<file path="src/rtl/alu_pkg.sv">
// Shared types and helpers for the RV32I execute-stage ALU.
package alu_pkg;

   localparam int XLEN = 32;

   typedef enum logic [3:0] {
      OP_ADD  = 4'b0000,
      OP_SUB  = 4'b1000,
      OP_SLL  = 4'b0001,
      OP_SLT  = 4'b0010,
      OP_SLTU = 4'b0011,
      OP_XOR  = 4'b0100,
      OP_SRL  = 4'b0101,
      OP_SRA  = 4'b1101,
      OP_OR   = 4'b0110,
      OP_AND  = 4'b0111
   } alu_op_t;

   function automatic logic [XLEN-1:0] bit_reverse(input logic [XLEN-1:0] v);
      logic [XLEN-1:0] r;
      for (int i = 0; i < XLEN; i++) r[i] = v[XLEN-1-i];
      return r;
   endfunction

endpackage

</file>
<file path="src/rtl/alu_shifter.sv">
// Combinational 5-stage barrel shifter for sll/srl/sra.
// Left shifts reuse the right-shift stages by bit-reversing the operand in and out.
module alu_shifter
   import alu_pkg::*;
(
   input  logic [XLEN-1:0] operand,
   input  logic [4:0]      shamt,
   input  logic            right,
   input  logic            arith,
   output logic [XLEN-1:0] result
);

   logic            fill;
   logic [XLEN-1:0] st0, st1, st2, st3, st4, st5;

   always_comb begin
      fill = arith & right & operand[XLEN-1];
      st0  = right ? operand : bit_reverse(operand);
      st1  = shamt[0] ? {fill, st0[XLEN-1:1]}          : st0;
      st2  = shamt[1] ? {{2{fill}}, st1[XLEN-1:2]}     : st1;
      st3  = shamt[2] ? {{4{fill}}, st2[XLEN-1:4]}     : st2;
      st4  = shamt[3] ? {{8{fill}}, st3[XLEN-1:8]}     : st3;
      st5  = shamt[4] ? {{16{fill}}, st4[XLEN-1:16]}   : st4;
      result = right ? st5 : bit_reverse(st5);
   end

endmodule

</file>
<file path="src/rtl/rv_alu.sv">
// Registered RV32I ALU: one-cycle latency result with valid strobe.
// Optional registered zero flag is built when ALU_ZERO_FLAG_EN is defined.
module rv_alu
   import alu_pkg::*;
#(
   parameter int WIDTH = XLEN
) (
   input  logic             clk,
   input  logic             rst,
   input  logic [WIDTH-1:0] A,
   input  logic [WIDTH-1:0] B,
   input  logic [3:0]       ctrl,
   input  logic             valid_in,
   output logic [WIDTH-1:0] res,
`ifdef ALU_ZERO_FLAG_EN
   output logic             zero,
`endif
   output logic             valid_out
);

   logic [WIDTH-1:0] addsub;
   logic [WIDTH-1:0] shift_res;
   logic [WIDTH-1:0] res_nxt;
   logic             lt_s, lt_u;

   // ctrl[3] selects subtract (two's complement via invert + carry-in)
   assign addsub = A + (B ^ {WIDTH{ctrl[3]}}) + WIDTH'(ctrl[3]);
   assign lt_s   = $signed(A) < $signed(B);
   assign lt_u   = A < B;

   alu_shifter u_shifter (
      .operand (A),
      .shamt   (B[4:0]),
      .right   (ctrl[2]),
      .arith   (ctrl[3]),
      .result  (shift_res)
   );

   always_comb begin
      res_nxt = '0;
      case (ctrl)
         OP_ADD, OP_SUB:  res_nxt = addsub;
         OP_SLL, OP_SRL,
         OP_SRA:          res_nxt = shift_res;
         OP_SLT:          res_nxt = WIDTH'(lt_s);
         OP_SLTU:         res_nxt = WIDTH'(lt_u);
         OP_XOR:          res_nxt = A ^ B;
         OP_OR:           res_nxt = A | B;
         OP_AND:          res_nxt = A & B;
         default:         res_nxt = '0;
      endcase
   end

   always_ff @(posedge clk) begin
      if (rst) begin
         res       <= '0;
         valid_out <= 1'b0;
`ifdef ALU_ZERO_FLAG_EN
         zero      <= 1'b1;
`endif
      end else begin
         valid_out <= valid_in;
         if (valid_in) begin
            res  <= res_nxt;
`ifdef ALU_ZERO_FLAG_EN
            zero <= (res_nxt == '0);
`endif
         end
      end
   end

endmodule

</file>
<file path="config.mk">
export PLATFORM = sky130hd
export DESIGN_NAME = rv_alu
export DESIGN_NICKNAME = d
export VERILOG_FILES = /design/src/rtl/alu_pkg.sv /design/src/rtl/alu_shifter.sv /design/src/rtl/rv_alu.sv
export SDC_FILE = /design/constraint.sdc
export NUM_CORES = 1
export LEC_CHECK = 0
export BUFFER_PORTS_ARGS = -buffer_cell sky130_fd_sc_hd__buf_2
export CAP_MARGIN = 20
export CORE_MARGIN = 2
export CORE_UTILIZATION = 28
export DETAILED_ROUTE_END_ITERATION = 12
export SETUP_SLACK_MARGIN = 0.1
export SYNTH_ARGS = -nofsm -noshare
export SYNTH_HDL_FRONTEND = slang
export SYNTH_HIERARCHICAL = 1
export SYNTH_SLANG_ARGS = --single-unit
</file>
<file path="constraint.sdc">
create_clock -name clk -period 3.4 [get_ports clk]
set_input_delay 0.68 -clock clk [delete_from_list [all_inputs] [get_ports clk]]
set_output_delay 0.68 -clock clk [all_outputs]
set_load 0.005 [all_outputs]
</file>
Word level (Yosys, flattened, before mapping)
Index checks and enable logic that the tools add are counted.
{"block": "totals", "ff_bits": 33, "in_bits": 71}
{"block": "classes", "n_addsub": 2, "order_cmp": 2, "eq_ne": 9, "mux": 8, "bitwise_logic": 6, "reduce_logical": 3}
{"cell": "two-way mux 32 bit", "n": 7}
{"cell": "one-hot mux 32 bit (7 select lines)", "n": 1}
{"cell": "< comparator 32 bit", "n": 2}
{"cell": "XOR 32 bit", "n": 2}
{"cell": "adder 32 x 1 -> 32 bit", "n": 1}
{"cell": "adder 32 bit", "n": 1}
{"cell": "AND 32 bit", "n": 1}
{"cell": "OR 32 bit", "n": 1}
{"cell": "== test 4 x 3 -> 1 bit (second input constant)", "n": 4}
{"cell": "== test 4 x 2 -> 1 bit (second input constant)", "n": 2}
{"cell": "== test 4 bit (second input constant)", "n": 2}
{"cell": "== test 4 x 1 -> 1 bit (second input constant)", "n": 1}
{"cell": "zero test 4 bit", "n": 1}
{"cell": "OR reduction 3 bit", "n": 1}
{"cell": "AND 1 bit", "n": 2}
{"cell": "OR reduction 2 bit", "n": 1}

Longest topological paths before layout
{"block": "depth", "word_depth": 9, "mapped_depth": 17, "ltp_nobuf": 13}

Modules after synthesis
The synthesis kept the hierarchy.
{"module": "rv_alu", "n_inst": 1, "cells_each": 812, "area_each_um2": 6160.9, "seq_area_each_um2": 660.6}
{"module": "alu_shifter", "n_inst": 1, "cells_each": 479, "area_each_um2": 3881.2, "seq_area_each_um2": 0.0}

Worst setup path before layout
OpenSTA, ideal clock, no wires.
{"block": "synth_path", "path_kind": "in2reg", "from": "input ctrl[3]", "to": "register res[31]", "setup_time_ns": 0.129, "arrival_ns": 3.096, "t_required_ns": 3.271, "path_slack_ns": 0.175, "path_stages": 12, "n_path_buf": 3, "path_cell_list": "buf_2 buf_1 xor2_1 ha_1 buf_6 a21oi_4 o211ai_1 and2_4 o41a_1 and3_1 a31oi_1 nand4_1"}
{"block": "synth_via", "elab_chain_cells": 9, "elab_cells_between_ends": 24}
{"element": "start: declaration", "line": "rv_alu.sv:12", "rtl": "input logic [3:0] ctrl,"}
{"element": "parallel branches: the longest is 8 deep, another holds adder 32 bit"}
{"element": "one-hot mux 32 bit (7 select lines) *", "line": "rv_alu.sv:41", "rtl": "case (ctrl)"}
{"element": "end signal: assignment", "line": "rv_alu.sv:64", "rtl": "res <= res_nxt;"}
{"element": "end: declaration", "line": "rv_alu.sv:14", "rtl": "output logic [WIDTH-1:0] res,"}
Mark *: on every way between the ends.
A chain may end at the register's enable or synchronous reset.

Final worst setup path
{"block": "layout_path", "from": "input B[0]", "to": "register res[7]"}
{"block": "layout_via", "elab_chain_cells": 7, "elab_cells_between_ends": 10}
{"element": "start: declaration", "line": "rv_alu.sv:11", "rtl": "input logic [WIDTH-1:0] B,"}
{"element": "two-way mux 32 bit", "line": "alu_shifter.sv:19", "rtl": "st1 = shamt[0] ? {fill, st0[XLEN-1:1]} : st0;"}
{"element": "two-way mux 32 bit", "line": "alu_shifter.sv:20", "rtl": "st2 = shamt[1] ? {{2{fill}}, st1[XLEN-1:2]} : st1;"}
{"element": "two-way mux 32 bit", "line": "alu_shifter.sv:21", "rtl": "st3 = shamt[2] ? {{4{fill}}, st2[XLEN-1:4]} : st2;"}
{"element": "two-way mux 32 bit", "line": "alu_shifter.sv:22", "rtl": "st4 = shamt[3] ? {{8{fill}}, st3[XLEN-1:8]} : st3;"}
{"element": "two-way mux 32 bit", "line": "alu_shifter.sv:23", "rtl": "st5 = shamt[4] ? {{16{fill}}, st4[XLEN-1:16]} : st4;"}
{"element": "two-way mux 32 bit", "line": "alu_shifter.sv:24", "rtl": "result = right ? st5 : bit_reverse(st5);"}
{"element": "via shift_res[7]", "line": "rv_alu.sv:22", "rtl": "logic [WIDTH-1:0] shift_res;"}
{"element": "one-hot mux 32 bit (7 select lines)", "line": "rv_alu.sv:41"}
The timed path passes the listed nets, and every way through them passes these cells.

==> impl_results.md <==
* Wirelength per Cell at 23.60 um
* Die Wd at 193.4 um
* Number of buffers created by CTS at 5
* Setup crit end kind: register
* Synth cell types at roughly 100
* Slew Limit Fails at 0
* Port Buf Inserts at 103
* Vias at between 10,000 and 15,000
* DR vias/cell at roughly 6
* Async set-or-reset flop fraction in the synthesized netlist at 0%
* Site Rows at 69
* Most common cell after layout, fill and taps aside: buf_4
* Gr usage total at 24.25%
* Die area at 37,400 um^2
* Worst Hold Class: register to register
* Final HPWL DP at slightly below 40 mm
* Mapped Area at about 10,000 um^2
* Multi-input gate area at about 8600 um^2
* Vias in the first global route at 11,360
* Sink Count at 33
* CP cell instances: buf_16 -> buf_4 -> mux4_2 -> and3_1 -> a21oi_1 -> nand3_1 -> o21ai_2 -> buf_4 -> mux2i_1 -> a222oi_1 -> o221ai_1 -> a22o_1
* CP max-delay cell: mux4_2
* Die Y-Extent at 193.4 um
* Post-synth EDFFs at 0
* Largest net degree at the start of global routing at 40
* Core area at approximately 35,000 um^2
* Slew @ Worst Pin at between 0.8 and 0.9 ns
* Delay-heaviest family, CP: compound AO/OA/AOI/OAI gates
* Max FO, Critical Path at 8
* Share of cells above drive strength 1 at slightly above 30%
* Final Util at 36.28%
* Synthesized area per cell at between 7 and 8 um^2
* DRT Wirelength at 47.65 mm
* Placed cells at about 2,000
* Ys Warns at 6
* Crit Path Class: primary input to register
* Net count, final at ~1,800
* Sequential cell area at 660.6 um^2
* DRC Markers at 0
* Top-level I/O count at 104
* Sequential area share after synthesis at under 10%
* Most used cell, CP: buf_4
* Max stage delay on crit path at 0.54 ns
* H-tree Lvls at 2
* Synth Instances at 1,291
* First-pass detailed-route iteration total at 6
* Syn nets at around 1,500
* Worst vdd ir at between 0.15 and 0.2 mV
* Worst EP required at between 3 and 4 ns
* Antenna violations before repair at 0
* Crit path time final at about 3.2 ns
* Flop and latch count out of synthesis at 33
* Final Hold Fails at 0
* Global route total overflow at 0
* # setup viols final at 0
* Worst Setup Start Kind: primary input
* Status: completed
* CTS max path bufs at 2
* Max Clk Rate at approximately 310 MHz
* RSZ-0062 raised after global routing: true
* Number of fill cells in the layout at 3,684
* CP Data Arrival Time at between 3 and 4 ns
* Placer Congestion at 1.029
* Most frequent cells in the layout: 229 x buf_4, 126 x ha_1, 105 x nand2_1, 100 x buf_2, 99 x inv_1
* Initial drt markers at between 1,000 and 1,500
* Primary FF master, synth: dfxtp_1
* N_diodes at 0
* Area Overhead vs Synth at 28.20%
* First-pass GRT wire length at 70.75 mm
* Root buffer cell: clkbuf_16
* Power per standard cell area at 240.1 nW/um^2
* Clk_lat worst skew at slightly below 0.3 ns
* Post-route insts no fill at 2,019
* Max-capacitance violation count at 0
* Remaining antenna violation count at 0
* CTS tree: built
* Final Skew at 0 ns
* Pleak at 5.940 nW
* Final period util at between 90% and 100%
* Buf/Inv on CP at 3
* Initial core utilization at ~28%
* Worst-path clk slew at 0.06 ns
* Slew headroom at around two fifths
## layout make-up
class	count	share of cell area, %
Clock buffer	6	1.001
Clock inverter	2	0.07775
Inverter	102	2.984
Multi-Input combinational cell	1069	66.71
Sequential cell	33	5.132
Tap cell	461	4.481
Timing Repair Buffer	346	19.61
## cells in the mapped netlist, types with 19 or more instances
cell	instances	share of area, %
ha_1	126	16
nand2_1	106	4.0
inv_1	99	3.7
a21oi_1	89	4.4
nor2_1	81	3.0
mux2i_1	64	6.4
o21ai_0	46	2.3
a22oi_1	42	3.1
xor2_1	41	3.6
dfxtp_1	33	6.6
nand3_1	33	1.6
clkbuf_1	30	1.1
o21ai_1	30	1.5
mux4_2	29	6.5
buf_2	24	1.2
nor2b_1	21	1.3
nor3_1	19	0.95
## sequential cells by signal, summed over array words and instances (netlist names)
| signal | cells |
|---|---|
| valid_out | 1 |
| res | 32 |
## final timing paths
path	end	cells after the start	slack [ns]	start
worst max-delay path	res[7]	12	0.17	B[0]
worst min-delay path	res[7]	1	0.49	res[7]
worst max register to register	res[31]	5	2.22	res[31]
worst min register to register	res[7]	1	0.49	res[7]
## stage by stage
step | setup slack, ns | hold slack [ns] | area [um^2] | power [mW] | setup TNS, ns
floorplan | 0.1747 | 0.4747 | 10040 | 1.629 | 0
global placement | -0.4339 | 0.4639 | 12470 | 2.499 | -6.672
detailed placement | -0.4359 | 0.4639 | 12470 | 2.507 | -7.359
CTS | 0.06744 | 0.4841 | 12650 | 2.998 | 0
global route | 0.06563 | 0.4988 | 12870 | 3.255 | 0
finish | 0.1710 | 0.4865 | 12870 | 3.090 | 0
## routing by layer
| layer | track usage (%) | vias to the layer above | part of all wire (%) |
|---|---|---|---|
| met4 | 9.980 | 0 | 4.7 |
| met2 | 40.17 | 660 | 46 |
| met1 | 32.34 | 5829 | 41 |
| li1 | - | 5367 | - |
| met3 | 2.162 | 117 | 7.7 |
| met5 | 0 | - | 0 |
## repair_timing
item	4_1_cts	5_1_grt
pin swaps	0	10
setup endpoints to repair	23	23
gates cloned	0	1
buffers inserted	0	1
gates resized for setup	11	46
hold buffers	0	0
## cells by family (layout without fill, tap and decap cells)
| kind of cell | count (synthesis) | count (layout) | synth area share [%] |
|---|---|---|---|
| multiplexers | 121 | 121 | 16.62 |
| adder cells (fa/ha/maj) | 127 | 127 | 15.90 |
| buffers and inverters | 189 | 456 | 9.669 |
| AO/OA/AOI/OAI | 418 | 418 | 29.47 |
| XOR/XNOR | 54 | 54 | 4.710 |
| flip-flops | 33 | 33 | 6.579 |
| AND/OR/NAND/NOR | 349 | 349 | 17.06 |
## power by group
group / internal [mW] / switching (mW)
Clock: 0.270 / 0.199
Combinational: 0.932 / 1.26
Sequential: 0.408 / 0.0193
Total: 1.61 / 1.48
Note: power is estimated with default switching activity, not from simulation.
